[config.mk]
export PLATFORM = sky130hd
export DESIGN_NAME = clkgen_ctrl_flat
export DESIGN_NICKNAME = d
export VERILOG_FILES = /design/src/rtl/clkgen_ctrl_pkg.sv /design/src/rtl/clkgen_ctrl_if.sv /design/src/rtl/clkgen_ctrl_cnt.sv /design/src/rtl/clkgen_ctrl.sv /design/src/flat_wrapper.sv
export SDC_FILE = /design/constraint.sdc
export NUM_CORES = 1
export LEC_CHECK = 0
export ABC_AREA = 1
export CAP_MARGIN = 15
export CORE_MARGIN = 5
export CORE_UTILIZATION = 52
export CTS_CLUSTER_DIAMETER = 150
export CTS_CLUSTER_SIZE = 8
export DETAILED_ROUTE_END_ITERATION = 12
export PLACE_DENSITY = 0.84
export SYNTH_ARGS = -nofsm -noshare
export SYNTH_HDL_FRONTEND = slang
export SYNTH_SLANG_ARGS = --single-unit
export TNS_END_PERCENT = 20
[constraint.sdc]
create_clock -name clk -period 2.1 [get_ports clk]
set_input_delay 0.42 -clock clk [delete_from_list [all_inputs] [get_ports clk]]
set_output_delay 0.42 -clock clk [all_outputs]
set_load 0.005 [all_outputs]
[src/rtl/clkgen_ctrl_pkg.sv]
// Shared types for the clock-generator controller: command op codes, FSM states
// and the down-counter width.
package clkgen_ctrl_pkg;

  typedef enum logic [1:0] {
    OP_SETDIV  = 2'd0,
    OP_SHIFT   = 2'd1,
    OP_STRETCH = 2'd2,
    OP_NOP     = 2'd3
  } op_e;

  typedef enum logic [1:0] {
    ST_IDLE      = 2'd0,
    ST_WAIT_SYNC = 2'd1,
    ST_RUN       = 2'd2,
    ST_SETTLE    = 2'd3
  } state_e;

  localparam int CNT_W = 8;

  // Counter load value for an n-cycle interval; saturates so n=0 never wraps.
  function automatic logic [CNT_W-1:0] minus_one(input logic [CNT_W-1:0] v);
    return (v == 8'd0) ? 8'd0 : v - 8'd1;
  endfunction

endpackage

[src/rtl/clkgen_ctrl_if.sv]
// Command and generator-control bundle between a command source (master) and
// the clkgen_ctrl block (slave).
interface clkgen_ctrl_if;
  logic       cmd_valid;
  logic       cmd_ready;
  logic [1:0] cmd_op;
  logic [7:0] cmd_arg;
  logic       sync;
  logic [5:0] clkdiv;
  logic       shift;
  logic       stretch;
  logic       done;
  logic       tmo_err;
  logic       tmo_clr;

  modport master (
    output cmd_valid, cmd_op, cmd_arg, sync, tmo_clr,
    input  cmd_ready, clkdiv, shift, stretch, done, tmo_err
  );

  modport slave (
    input  cmd_valid, cmd_op, cmd_arg, sync, tmo_clr,
    output cmd_ready, clkdiv, shift, stretch, done, tmo_err
  );
endinterface

[src/rtl/clkgen_ctrl_cnt.sv]
// Loadable 8-bit down-counter that holds at zero; one instance times sync
// timeout, run length and divider settling.
module clkgen_ctrl_cnt
  import clkgen_ctrl_pkg::*;
(
  input  logic             clk,
  input  logic             reset,
  input  logic             load,
  input  logic [CNT_W-1:0] load_val,
  input  logic             dec,
  output logic             zero
);

  logic [CNT_W-1:0] count_r;

  // Count register: load has priority, decrement stops at zero.
  always_ff @(posedge clk or posedge reset) begin
    if (reset) begin
      count_r <= 8'd0;
    end else if (load) begin
      count_r <= load_val;
    end else if (dec && (count_r != 8'd0)) begin
      count_r <= count_r - 8'd1;
    end else begin
      count_r <= count_r;
    end
  end

  assign zero = (count_r == 8'd0);

endmodule

[src/rtl/clkgen_ctrl.sv]
// Clock-generator controller: accepts SETDIV/SHIFT/STRETCH/NOP commands, aligns
// them to the generator sync pulse and drives registered control outputs.
module clkgen_ctrl
  import clkgen_ctrl_pkg::*;
#(
  parameter logic [5:0] DIV_INIT = 6'd2,
  parameter int         SETTLE   = 64,
  parameter int         SYNC_TMO = 255
) (
  input  logic         clk,
  input  logic         reset,
  clkgen_ctrl_if.slave bus
);

  localparam logic [CNT_W-1:0] TMO_LOAD    = minus_one(8'(SYNC_TMO));
  localparam logic [CNT_W-1:0] SETTLE_LOAD = minus_one(8'(SETTLE));

  state_e     state_r, state_s;
  op_e        op_r, op_s;
  logic [7:0] arg_r, arg_s;
  logic [5:0] clkdiv_r, clkdiv_s;
  logic       shift_r, shift_s;
  logic       stretch_r, stretch_s;
  logic       done_r, done_s;
  logic       tmo_r, tmo_s;
  logic             cnt_load_s;
  logic [CNT_W-1:0] cnt_val_s;
  logic             cnt_dec_s;
  logic             cnt_zero_s;

  clkgen_ctrl_cnt u_cnt (
    .clk      (clk),
    .reset    (reset),
    .load     (cnt_load_s),
    .load_val (cnt_val_s),
    .dec      (cnt_dec_s),
    .zero     (cnt_zero_s)
  );

  // FSM state register.
  always_ff @(posedge clk or posedge reset) begin
    if (reset) begin
      state_r <= ST_IDLE;
    end else begin
      state_r <= state_s;
    end
  end

  // Next-state, counter control and next values of the registered outputs.
  always_comb begin
    state_s    = state_r;
    op_s       = op_r;
    arg_s      = arg_r;
    clkdiv_s   = clkdiv_r;
    shift_s    = 1'b0;
    stretch_s  = 1'b0;
    done_s     = 1'b0;
    tmo_s      = bus.tmo_clr ? 1'b0 : tmo_r;
    cnt_load_s = 1'b0;
    cnt_val_s  = 8'd0;
    cnt_dec_s  = 1'b0;
    case (state_r)
      ST_IDLE: begin
        if (bus.cmd_valid) begin
          op_s  = op_e'(bus.cmd_op);
          arg_s = bus.cmd_arg;
          if ((op_e'(bus.cmd_op) == OP_NOP) ||
              ((op_e'(bus.cmd_op) != OP_SETDIV) && (bus.cmd_arg == 8'd0))) begin
            done_s = 1'b1;
          end else begin
            state_s    = ST_WAIT_SYNC;
            cnt_load_s = 1'b1;
            cnt_val_s  = TMO_LOAD;
          end
        end else begin
          state_s = ST_IDLE;
        end
      end
      ST_WAIT_SYNC: begin
        if (bus.sync || cnt_zero_s) begin
          // A missing sync is flagged but the command still runs.
          if (!bus.sync) begin
            tmo_s = 1'b1;
          end else begin
            tmo_s = tmo_s;
          end
          state_s = ST_RUN;
          case (op_r)
            OP_SETDIV: clkdiv_s = arg_r[5:0];
            OP_SHIFT: begin
              shift_s    = 1'b1;
              cnt_load_s = 1'b1;
              cnt_val_s  = minus_one(arg_r);
            end
            OP_STRETCH: begin
              stretch_s  = 1'b1;
              cnt_load_s = 1'b1;
              cnt_val_s  = minus_one(arg_r);
            end
            default: clkdiv_s = clkdiv_r;
          endcase
        end else begin
          cnt_dec_s = 1'b1;
        end
      end
      ST_RUN: begin
        if (op_r == OP_SETDIV) begin
          state_s    = ST_SETTLE;
          cnt_load_s = 1'b1;
          cnt_val_s  = SETTLE_LOAD;
        end else if (cnt_zero_s) begin
          state_s = ST_IDLE;
          done_s  = 1'b1;
        end else begin
          cnt_dec_s = 1'b1;
          shift_s   = (op_r == OP_SHIFT);
          stretch_s = (op_r == OP_STRETCH);
        end
      end
      ST_SETTLE: begin
        if (cnt_zero_s) begin
          state_s = ST_IDLE;
          done_s  = 1'b1;
        end else begin
          cnt_dec_s = 1'b1;
        end
      end
      default: begin
        state_s = ST_IDLE;
      end
    endcase
  end

  // Command latch and registered outputs.
  always_ff @(posedge clk or posedge reset) begin
    if (reset) begin
      op_r      <= OP_NOP;
      arg_r     <= 8'd0;
      clkdiv_r  <= DIV_INIT;
      shift_r   <= 1'b0;
      stretch_r <= 1'b0;
      done_r    <= 1'b0;
      tmo_r     <= 1'b0;
    end else begin
      op_r      <= op_s;
      arg_r     <= arg_s;
      clkdiv_r  <= clkdiv_s;
      shift_r   <= shift_s;
      stretch_r <= stretch_s;
      done_r    <= done_s;
      tmo_r     <= tmo_s;
    end
  end

  assign bus.cmd_ready = (state_r == ST_IDLE);
  assign bus.clkdiv    = clkdiv_r;
  assign bus.shift     = shift_r;
  assign bus.stretch   = stretch_r;
  assign bus.done      = done_r;
  assign bus.tmo_err   = tmo_r;

endmodule

[src/flat_wrapper.sv]
// flat-port wrapper written by rule: the top's interface ports become plain ports
module clkgen_ctrl_flat import clkgen_ctrl_pkg::*;
#(
  parameter logic [5:0] DIV_INIT = 6'd2,
  parameter int         SETTLE   = 64,
  parameter int         SYNC_TMO = 255
)
  (clk, reset, bus_cmd_valid, bus_cmd_op, bus_cmd_arg, bus_sync, bus_tmo_clr, bus_cmd_ready, bus_clkdiv, bus_shift, bus_stretch, bus_done, bus_tmo_err);
  clkgen_ctrl_if bus_i ();
  input  logic clk;
  input  logic reset;
  input wire logic [$bits(bus_i.cmd_valid)-1:0] bus_cmd_valid;
  input wire logic [$bits(bus_i.cmd_op)-1:0] bus_cmd_op;
  input wire logic [$bits(bus_i.cmd_arg)-1:0] bus_cmd_arg;
  input wire logic [$bits(bus_i.sync)-1:0] bus_sync;
  input wire logic [$bits(bus_i.tmo_clr)-1:0] bus_tmo_clr;
  output wire logic [$bits(bus_i.cmd_ready)-1:0] bus_cmd_ready;
  output wire logic [$bits(bus_i.clkdiv)-1:0] bus_clkdiv;
  output wire logic [$bits(bus_i.shift)-1:0] bus_shift;
  output wire logic [$bits(bus_i.stretch)-1:0] bus_stretch;
  output wire logic [$bits(bus_i.done)-1:0] bus_done;
  output wire logic [$bits(bus_i.tmo_err)-1:0] bus_tmo_err;
  assign bus_i.cmd_valid = bus_cmd_valid;
  assign bus_i.cmd_op = bus_cmd_op;
  assign bus_i.cmd_arg = bus_cmd_arg;
  assign bus_i.sync = bus_sync;
  assign bus_i.tmo_clr = bus_tmo_clr;
  assign bus_cmd_ready = bus_i.cmd_ready;
  assign bus_clkdiv = bus_i.clkdiv;
  assign bus_shift = bus_i.shift;
  assign bus_stretch = bus_i.stretch;
  assign bus_done = bus_i.done;
  assign bus_tmo_err = bus_i.tmo_err;
  clkgen_ctrl #(.DIV_INIT(DIV_INIT), .SETTLE(SETTLE), .SYNC_TMO(SYNC_TMO)) u_core (.clk(clk), .reset(reset), .bus(bus_i));
endmodule
==> Yosys cells after proc, flatten, opt, wreduce, memory -nomap -nowiden <==
Index checks and enable logic that the tools add are counted.
{ "classes": {"addsub": 2, "eq_ne": 8, "muxes": 44, "n_reduce_logical": 16} }
{ "op_table": {"columns": ["op", "count"], "rows": [
  ["$mux W8", 7],
  ["$logic_not A8 Y1", 3],
  ["$mux W1", 24],
  ["$pmux W8 S3", 1],
  ["$sub A8 B1 Y8 const B", 2],
  ["$mux W2", 5],
  ["$pmux W1 S3", 3],
  ["$eq A2 B2 Y1 const B", 4],
  ["$pmux W2 S4", 1],
  ["$reduce_bool A8 Y1", 1],
  ["$mux W6", 1],
  ["$eq A2 B1 Y1 const B", 2],
  ["$logic_not A2 Y1", 2],
  ["$pmux W1 S2", 2],
  ["$reduce_and A2 Y1", 2],
  ["$reduce_bool A2 Y1", 2],
  ["$ne A3 B3 Y1 const B", 1],
  ["$reduce_and A3 Y1", 1],
  ["$logic_and A1 B1 Y1", 2],
  ["$logic_or A1 B1 Y1", 2],
  ["$ne A2 B1 Y1 const B", 1],
  ["$reduce_or A2 Y1", 1]
]} }
{ "word_totals": {"ff_bits": 30} }

==> Depth between registers and ports, before layout <==
Gate-level depths: netlist of run 1.
{ "logic_depth": {"word_depth": 7, "mapped_depth": 13, "ltp_nobuf": 13} }

==> Modules after synthesis <==
Synthesis of run 1 repeated with hierarchy kept, for this count alone.
{ "unflattened": {"hier_cells": 303, "area_unflattened_um2": 2088.3} }
{ "by_module_without_submodules": {"columns": ["mod", "instances", "cells_each", "area_each_um2", "seq_area_each_um2"], "rows": [
  ["clkgen_ctrl", 1, 212, 1455.1, 554.3],
  ["clkgen_ctrl_cnt", 1, 91, 633.1, 200.2]
]} }

==> Worst setup path after synthesis of run 1 <==
OpenSTA, ideal clock, no wires.
{ "synth_timing": {"path_kind": "register to register", "from": "register u_core.state_r[0]", "to": "register u_core.u_cnt.count_r[5]", "setup_time_ns": 0.117, "arrival_ns": 1.558, "required_time_ns": 1.983, "slack_ns": 0.425, "stages_incl_launch_ff": 12, "period_less_slack_ns": 1.675, "path_cell_list": "dfrtp_1 > inv_1 > ha_1 > nand2_2 > inv_1 > nand3_1 > nand3_2 > nand2_2 > buf_6 > nand3_1 > o21ai_1 > inv_1"} }
{ "synth_between": {"word_cells_on_any_way": 10, "cone_classes": "eq/ne (3); mux (4); reduce/logical (3)"} }
{ "synth_lines": {"columns": ["item", "line", "source"], "rows": [
  ["start, declared", "clkgen_ctrl.sv:18", "state_e state_r, state_s;"],
  ["start signal, assigned", "clkgen_ctrl.sv:45", "state_r <= state_s;"],
  ["$logic_not A2 Y1 (*)", null, null],
  ["net bus_cmd_ready", "flat_wrapper.sv:17", "output wire logic [$bits(bus_i.cmd_ready)-1:0] bus_cmd_ready;"],
  ["$pmux W8 S3 or $pmux W1 S3 (tied branches)", "clkgen_ctrl.sv:62", "case (state_r)"],
  ["$mux W8 or $reduce_bool A2 Y1 (tied branches)", null, null],
  ["end signal, assigned", "clkgen_ctrl_cnt.sv:21", "count_r <= load_val;"],
  ["end signal, assigned", "clkgen_ctrl_cnt.sv:23", "count_r <= count_r - 8'd1;"],
  ["end signal, assigned", "clkgen_ctrl_cnt.sv:25", "count_r <= count_r;"],
  ["end, declared", "clkgen_ctrl_cnt.sv:14", "logic [CNT_W-1:0] count_r;"]
]} }
The timed path passes the listed nets; every way through them passes the cells marked *.
A chain may end at the register's enable or synchronous reset.

==> Final worst setup path of run 1 <==
{ "layout_timing": {"from": "register u_core.state_r[0]", "to": "output bus_cmd_ready"} }
{ "layout_between": {"elab_chain_cells": 1} }
{ "layout_lines": {"columns": ["item", "line", "source"], "rows": [
  ["$logic_not A2 Y1", "clkgen_ctrl.sv:155", "assign bus.cmd_ready = (state_r == ST_IDLE);"],
  ["end, declared", "flat_wrapper.sv:17", null]
]} }
Every way passes these cells.

==> results of run 1 <==
[per-layer routing]
layer  GRT usage  up-vias  part of all wire
met3     0.03977        7             0.047
met4     0.05010        0             0.012
met2      0.2997       39              0.48
met5           0        -                 0
li1            -      889                 -
met1      0.2310      779              0.46
[flip-flops by register name, indices dropped and copies added, names as in the netlist]
signal / cells
u_core.op_r: 2
u_core.arg_r: 8
u_core.bus.tmo_err: 1
u_core.bus.stretch: 1
u_core.bus.done: 1
u_core.bus.clkdiv: 6
u_core.u_cnt.count_r: 8
u_core.bus.shift: 1
u_core.state_r: 2
[worst max-delay path, delay by kind of cell, from the launching register on]
family,cells,cell delay [ps]
buf+inv,2,660
flops,1,440
fa+ha+maj,1,230
[cell type report]
class,instances,share of cell area
Multi-Input combinational cell,192,0.4332
Tap cell,48,0.02526
Clock inverter,1,0.002105
Clock buffer,7,0.03632
Sequential cell,30,0.3174
Inverter,35,0.05526
Timing Repair Buffer,33,0.1305
[worst max-delay path by stage]
stage	start	endpoint	slack (ps)	cells after the start
floorplan	u_core.state_r[0]$_DFFE_PP0P_	u_core.u_cnt.count_r[5]$_DFFE_PP0P_	420	11
global placement	bus_cmd_arg[0]	u_core.u_cnt.count_r[4]$_DFFE_PP0P_	140	13
detailed placement	bus_cmd_arg[0]	u_core.u_cnt.count_r[3]$_DFFE_PP0P_	90	12
CTS	u_core.state_r[0]$_DFFE_PP0P_	bus_cmd_ready	60	3
global route	u_core.state_r[0]$_DFFE_PP0P_	bus_cmd_ready	10	3
finish	u_core.state_r[0]$_DFFE_PP0P_	bus_cmd_ready	70	3
[power by group through the flow]
stage / clock network [mW] / registers [mW] / logic (mW)
2_1_floorplan: 0 / 1.05 / 1.33
3_3_place_gp: 0 / 1.09 / 1.77
3_5_place_dp: 0 / 1.11 / 1.81
4_1_cts: 0.475 / 1.10 / 1.83
5_1_grt: 0.497 / 1.14 / 2.10
6_report: 0.466 / 1.10 / 1.82
[through the flow]
step	setup WS (ps)	cell area (sq um)	util
detailed placement	88.88	2286	0.6291
finish	72.10	2377	0.6543
global placement	137.7	2286	0.6291
global route	12.47	2377	0.6543
CTS	63.82	2377	0.6543
floorplan	424.6	1936	-
[cell usage in the layout, fill, tap and decap left out, types with 6 or more instances in the layout]
cell	count
clkbuf_8	6
buf_4	8
ha_1	11
nand2_2	10
nor2_1	27
dfrtp_1	27
nand2_1	78
clkdlybuf4s50_1	25
nand3_1	11
o21ai_0	21
inv_1	33
[cell families after synthesis]
logic type                 Yosys count  share of synthesized area
muxes                                1                   0.005817
and+or+nand+nor                    140                     0.3232
buffers and inverters               38                    0.07821
AOI/OAI and AO/OA                   31                    0.09115
xor gates and xnor gates             9                    0.04072
adders and majority gates           11                    0.07110
DFF                                 30                     0.3898
==> results by group, run 1 <==
Run status
  – Outcome: completed

Timing
  – Fin Setup TNS: 0 ps
  – Final setup vio count: 0
  – Clock Skew: 5.034 ps
  – Min cycle time layout: 2028 ps
  – Slew Limit Fails: 0
  – Final hold vios: 0
  – Worst slew pin tran: 352.3 ps
  – FMAX: 493.1 MHz
  – Period utilization: 0.9657
  – WHS: 480.2 ps
  – Slew HR: 0.7626
  – RSZ-0062 raised after global routing: false

Flow run
  – Max Cap Viol: 0

Logic synthesis
  – Syn_area_per_cell: 7.445 sq um
  – Post-synth EDFFs: 0
  – Area of the mapped netlist: 1936 sq um
  – Most common cell in the netlist: nand2_1
  – Top cells by count, synth: nand2_1 (78), inv_1 (33), dfrtp_1 (27), nor2_1 (27), o21ai_0 (21)
  – Main synth FF type: dfrtp_1
  – Syn. warnings: 0
  – Synth area leader: dfrtp_1
  – Synth Net Count: 286
  – Cell count after synthesis: 260
  – Unique cell type count in the Yosys netlist: 29
  – FFs w/ async S/R, synth: 1.000
  – Area share of the largest cell type after synthesis: 0.3491
  – Area contributors post-synth: dfrtp_1 (35%), nand2_1 (15%), ha_1 (7.1%)
  – Post-synthesis sequential area ratio: 0.3898
  – Synthesis-stage register bit count: 30

Critical path
  – Slowest CP cell: clkdlybuf4s50_1
  – Worst r2r src: u_core.op_r[0]$_DFFE_PP1P_
  – Crit path cell chain: inv_1 -> ha_1 -> clkdlybuf4s50_1
  – Crit. End Element: primary output
  – Critical Path RT: 1680 ps
  – Worst R2R End: u_core.u_cnt.count_r[1]$_DFFE_PP0P_
  – Startpoint types: register
  – CP max stage delay: 520 ps
  – Crit Path Category: reg -> out
  – Worst R2R Path Depth: 11
  – R2R Setup Slk: 200 ps
  – Critical Path AT: 1610 ps
  – CP Max Fanout: 5

Layout
  – Layout cells sized above 1: 0.1376
  – Multi-input gate area: 1030 sq um
  – N_diodes: 0
  – Non-Filler Instances: 346
  – Flip-flop and latch area: 754.5 sq um
  – Area Growth Syn to Fin: 22.82%
  – Fin nets: 323
  – Fill count: 330

Floorplan
  – # rows: 22
  – Starting Density: 0.5327
  – IO Pins: 26
  – Die Wd: 71.01 microns
  – DIE AREA: 5042 sq um
  – Area of the core: 3633 sq um
  – Die Ht: 71.01 microns

Worst hold path
  – Worst Hold Path Cells: 2
  – Min-delay src: u_core.bus.clkdiv[5]$_DFFE_PP0P_
  – Hold worst-path end: u_core.bus.clkdiv[5]$_DFFE_PP0P_
  – Min-delay worst type: reg -> reg

Global routing
  – Antenna violations before repair: 0
  – Grt ovf: 0
  – First-pass GRT wire length: 7.362 mm
  – Vias in the first global route: 1,735
  – Largest net degree at the start of global routing: 31
  – Total Routing Usage GR: 0.1784

Drt
  – Wirelength, routed: 4.019 mm
  – Post-route DRC: 0
  – Routed via count: 1,714
  – Drt first pass iters: 5
  – Via density: 4.954
  – Final ANT Viol Nets: 0
  – DR iter-0 viols: 110
  – Post-DR wirelength/cell: 11.62 microns

Pwr
  – Pint: 1.885 mW
  – Total power: 3.383 mW
  – P_leak: 1.204 nW
  – Seq pwr share: 0.325
  – Switching Share: 0.4430
  – Power Dens Cells: 1423 nW/um^2
  – Combinational fraction of design power: 0.537
  – Clock power share: 0.138
  – Worst VDD drop: 0.6730 mV
  – Net Sw Power: 1.499 mW

Clock network
  – Clk buf depth: 2
  – CTS H-Tree Depth: 2
  – Root buf cell: clkbuf_8
  – Clk sink count: 30
  – Number of hold buffers added after cts: 0
  – CTS clk-pin slew, worst paths: 60 ps
  – CTS tree: built
  – Resize count post-CTS: 0
  – Clk Latency, worst-skew pair: 280 ps
  – Number of buffers created by CTS: 5
  – Setup repair bufs after CTS: 0

Placement
  – RePlAce Congestion: 0.9149
  – IO Port Bufs: 25
  – Detailed Place HPWL: 3.207 mm
  – Cells after DPL: 338
Power figures use the tool's default switching activity.
==> inputs of run 2 (changes only) <==
--- a/config.mk
+++ b/config.mk
@@ -5,14 +5,13 @@
 export SDC_FILE = /design/constraint.sdc
 export NUM_CORES = 1
 export LEC_CHECK = 0
-export ABC_AREA = 1
-export CAP_MARGIN = 15
+export CAP_MARGIN = 20
 export CORE_MARGIN = 5
 export CORE_UTILIZATION = 52
 export CTS_CLUSTER_DIAMETER = 150
 export CTS_CLUSTER_SIZE = 8
 export DETAILED_ROUTE_END_ITERATION = 12
-export PLACE_DENSITY = 0.84
+export PLACE_DENSITY = 0.85
 export SYNTH_ARGS = -nofsm -noshare
 export SYNTH_HDL_FRONTEND = slang
 export SYNTH_SLANG_ARGS = --single-unit
==> results by group, run 2 <==
Layout
  – Area Growth Syn to Fin: 36.27%
  – Layout cells sized above 1: 0.2642 (+0.1266)
  – Fill count: 264 (-20%)
  – Commonest cells after routing, fill and taps aside: nand2_1 (31), dfrtp_1 (27), buf_4 (24), clkdlybuf4s50_1 (20), inv_1 (14)
  – N_diodes: 0 (unchanged)
  – Fin nets: 271 (-16%)
  – Commonest non-fill, non-tap cell in the layout: nand2_1
  – Fin util: 0.7366 (+0.08234)

Logic synthesis
  – Syn. warnings: 0 (unchanged)
  – Cell count after synthesis: 192 (-26%)
  – Post-synthesis sequential area ratio: 0.4150 (+0.02522)
  – Unique cell type count in the Yosys netlist: 45 (+55%)
  – Area of the mapped netlist: 1818 sq um (-6.1%)
  – Area contributors post-synth: dfrtp_1 (37%), ha_1 (7.6%), nand2_1 (6.6%)
  – Synthesis-stage register bit count: 30 (unchanged)
  – Top cells by count, synth: nand2_1 (32), dfrtp_1 (27), inv_1 (14)
  – Synth area leader: dfrtp_1
  – FFs w/ async S/R, synth: 1.000 (unchanged)
  – Synth Net Count: 218 (-24%)
  – Main synth FF type: dfrtp_1
  – Area share of the largest cell type after synthesis: 0.3716 (+0.02258)
  – Syn_area_per_cell: 9.469 sq um (+27%)
  – Most common cell in the netlist: nand2_1
  – Post-synth EDFFs: 0 (unchanged)

Drt
  – Wirelength, routed: 4.696 mm (+17%)
  – Drt first pass iters: 4 (-1)
  – Post-route DRC: 0 (unchanged)
  – Post-DR wirelength/cell: 16.08 microns (+38%)
  – Final ANT Viol Nets: 0 (unchanged)
  – Via density: 5.753 (+16%)
  – DR iter-0 viols: 98 (-11%)
  – Routed via count: 1,680 (-2.0%)

Timing
  – Final WS setup: -5.556 ps (-77.66 ps)
  – Final setup vio count: 1 (+1)
  – FMAX: 474.9 MHz (-3.7%)
  – Period utilization: 1.003 (+0.03698)
  – Min cycle time layout: 2106 ps (+77.66 ps)
  – Worst slew pin tran: 403.1 ps (+50.81 ps)
  – Final hold vios: 0 (unchanged)
  – Fin Setup TNS: -5.556 ps (-5.556 ps)
  – WHS: 436.9 ps (-43.26 ps)
  – Slew HR: 0.7290 (-0.03363)
  – Slew Limit Fails: 0 (unchanged)
  – RSZ-0062 raised after global routing: true
  – Clock Skew: 8.317 ps (+3.284 ps)

Floorplan
  – Die Ht: 69.13 microns (-2.6%)
  – IO Pins: 26 (unchanged)
  – Starting Density: 0.5406 (+0.007837)
  – Area of the core: 3363 sq um (-7.4%)
  – # rows: 21 (-4.5%)
  – Die Wd: 69.13 microns (-2.6%)
  – DIE AREA: 4779 sq um (-5.2%)

Critical path
  – Worst R2R End: u_core.u_cnt.count_r[0]$_DFFE_PP0P_
  – Critical Path RT: 2340 ps (+660 ps)
  – CP max stage delay: 510 ps (about the same)
  – Crit path cell chain: clkdlybuf4s50_1 -> or4_4 -> o31ai_4 -> buf_6 -> o221ai_4 -> and2_4 -> o32ai_2
  – Worst R2R Path Depth: 8 (-3)
  – Critical path endpoint: u_core.u_cnt.count_r[1]$_DFFE_PP0P_
  – CP Max Fanout: 6 (+1)
  – Worst r2r src: u_core.u_cnt.count_r[1]$_DFFE_PP0P_
  – Crit Path Category: in -> reg
  – Crit. End Element: register
  – Slowest CP cell: or4_4
  – Launch point of the worst path: bus_cmd_arg[6]
  – R2R Setup Slk: 80 ps (-120 ps)
  – Startpoint types: primary input
  – Critical Path AT: 2350 ps (+740 ps)

Clock network
  – Number of buffers created by CTS: 5 (unchanged)
  – Clk Latency, worst-skew pair: 330 ps (+50 ps)
  – CTS H-Tree Depth: 2 (unchanged)
  – Clk sink count: 30 (unchanged)
  – CTS tree: built
  – CTS clk-pin slew, worst paths: 100 ps (+40 ps)
  – Root buf cell: clkbuf_4
  – Clk buf depth: 2 (unchanged)
  – Number of hold buffers added after cts: 0 (unchanged)

Pwr
  – P_leak: 1.066 nW (-11%)
  – Worst VDD drop: 0.8100 mV (+20%)
  – Power Dens Cells: 1537 nW/um^2 (+8.0%)

Flow run
  – Max Cap Viol: 0 (unchanged)

Global routing
  – Top Usage Layer GRT: met2
  – Antenna violations before repair: 0 (unchanged)
  – First-pass GRT wire length: 7.845 mm (+6.6%)
  – Grt ovf: 0 (unchanged)
  – Routing usage on met2: 0.3443 (+0.04459)
  – Grt met3 use: 0.05233 (+0.01255)
  – Total Routing Usage GR: 0.2054 (+0.02696)
  – Largest net degree at the start of global routing: 31 (unchanged)
  – Met1 Usage GRT: 0.2388 (+0.007707)
  – Vias in the first global route: 1,676 (-3.4%)

Placement
  – IO Port Bufs: 25 (unchanged)
  – Detailed Place HPWL: 3.280 mm (+2.3%)
  – RePlAce Congestion: 0.8619 (-5.8%)
  – Setup WS pre-CTS: -555.2 ps (-644.0 ps)

Run status
  – Outcome: complete, but fails checks
  – Failing checks: negative setup slack

Worst hold path
  – Min-delay worst type: in -> reg
-- run 2: cell count changes in the layout (fill, tap and decap cells not counted), moves of 9 or more --
cell and change:
nand2_1 -47, inv_1 -19, nor2_1 -18, buf_4 +16
o21ai_0 -13, nand3_1 -11, a21oi_1 +10, nand2_2 -9
-- run 2: where the power goes --
part	total (mW)	internal, mW	switching, mW
sequential	1.06	0.844	0.217
clock	0.363	0.162	0.201
combinational	2.38	1.15	1.23
-- run 2: critical path: cells and delay by family --
| family | cells | cell delay [ps] |
|---|---|---|
| compound gates | 3 | 610 |
| buf+inv | 2 | 570 |
| simple gates | 2 | 750 |
-- run 2: logic make-up after synthesis --
logic type,count (synthesis),share of synthesized area
buf+inv,19,0.04336
simple gates,69,0.1941
mux,9,0.05230
compound gates,44,0.1714
fa+ha+maj,11,0.07570
flops,30,0.4150
xor+xnor,10,0.04818
-- run 2: stage by stage --
step                cell area (sq um)  instances  power [mW]
CTS                              2404        291       3.573
finish                           2477        292       3.807
global route                     2477        292       4.084
global placement                 2268        281       2.988
floorplan                        1818        192       2.306
detailed placement               2268        281       3.054
-- run 2: area by class of cell --
class / instances / area (sq um) / share of cell area
inverters: 15 / 56.30 / 0.02273
multi-input cells: 143 / 1114 / 0.4495
flip-flops and latches: 30 / 754.5 / 0.3045
repair buffers: 50 / 435.4 / 0.1758
clock inverters: 1 / 5.005 / 0.002020
clock buffers: 7 / 55.05 / 0.02222
well taps: 46 / 57.56 / 0.02323
-- run 2: worst min-delay path by stage --
| stage | start | end | slack (ps) | cells after the start |
|---|---|---|---|---|
| global route | bus_cmd_arg[2] | u_core.arg_r[2]$_DFFE_PP0P_ | 440 | 3 |
| CTS | bus_cmd_arg[2] | u_core.arg_r[2]$_DFFE_PP0P_ | 420 | 3 |
| detailed placement | u_core.bus.clkdiv[0]$_DFFE_PP0P_ | u_core.bus.clkdiv[0]$_DFFE_PP0P_ | 480 | 2 |
| global placement | u_core.bus.clkdiv[0]$_DFFE_PP0P_ | u_core.bus.clkdiv[0]$_DFFE_PP0P_ | 470 | 2 |
| finish | bus_cmd_arg[2] | u_core.arg_r[2]$_DFFE_PP0P_ | 440 | 3 |
| floorplan | u_core.bus.clkdiv[1]$_DFFE_PP1P_ | u_core.bus.clkdiv[1]$_DFFE_PP1P_ | 470 | 2 |
-- run 2: what timing repair did --
item,CTS,global route
setup buffers,2,1
resized for setup,17,13
pin swaps,7,3
endpoints found under the setup margin,5,9
-- run 2: metal layers --
metal / wire [microns] / vias to the layer above / part of all wire
met5: 0 / - / 0
met4: 150 / 0 / 0.032
met3: 307 / 14 / 0.065
met2: 2333 / 75 / 0.50
met1: 1905 / 801 / 0.41
li1: - / 790 / -
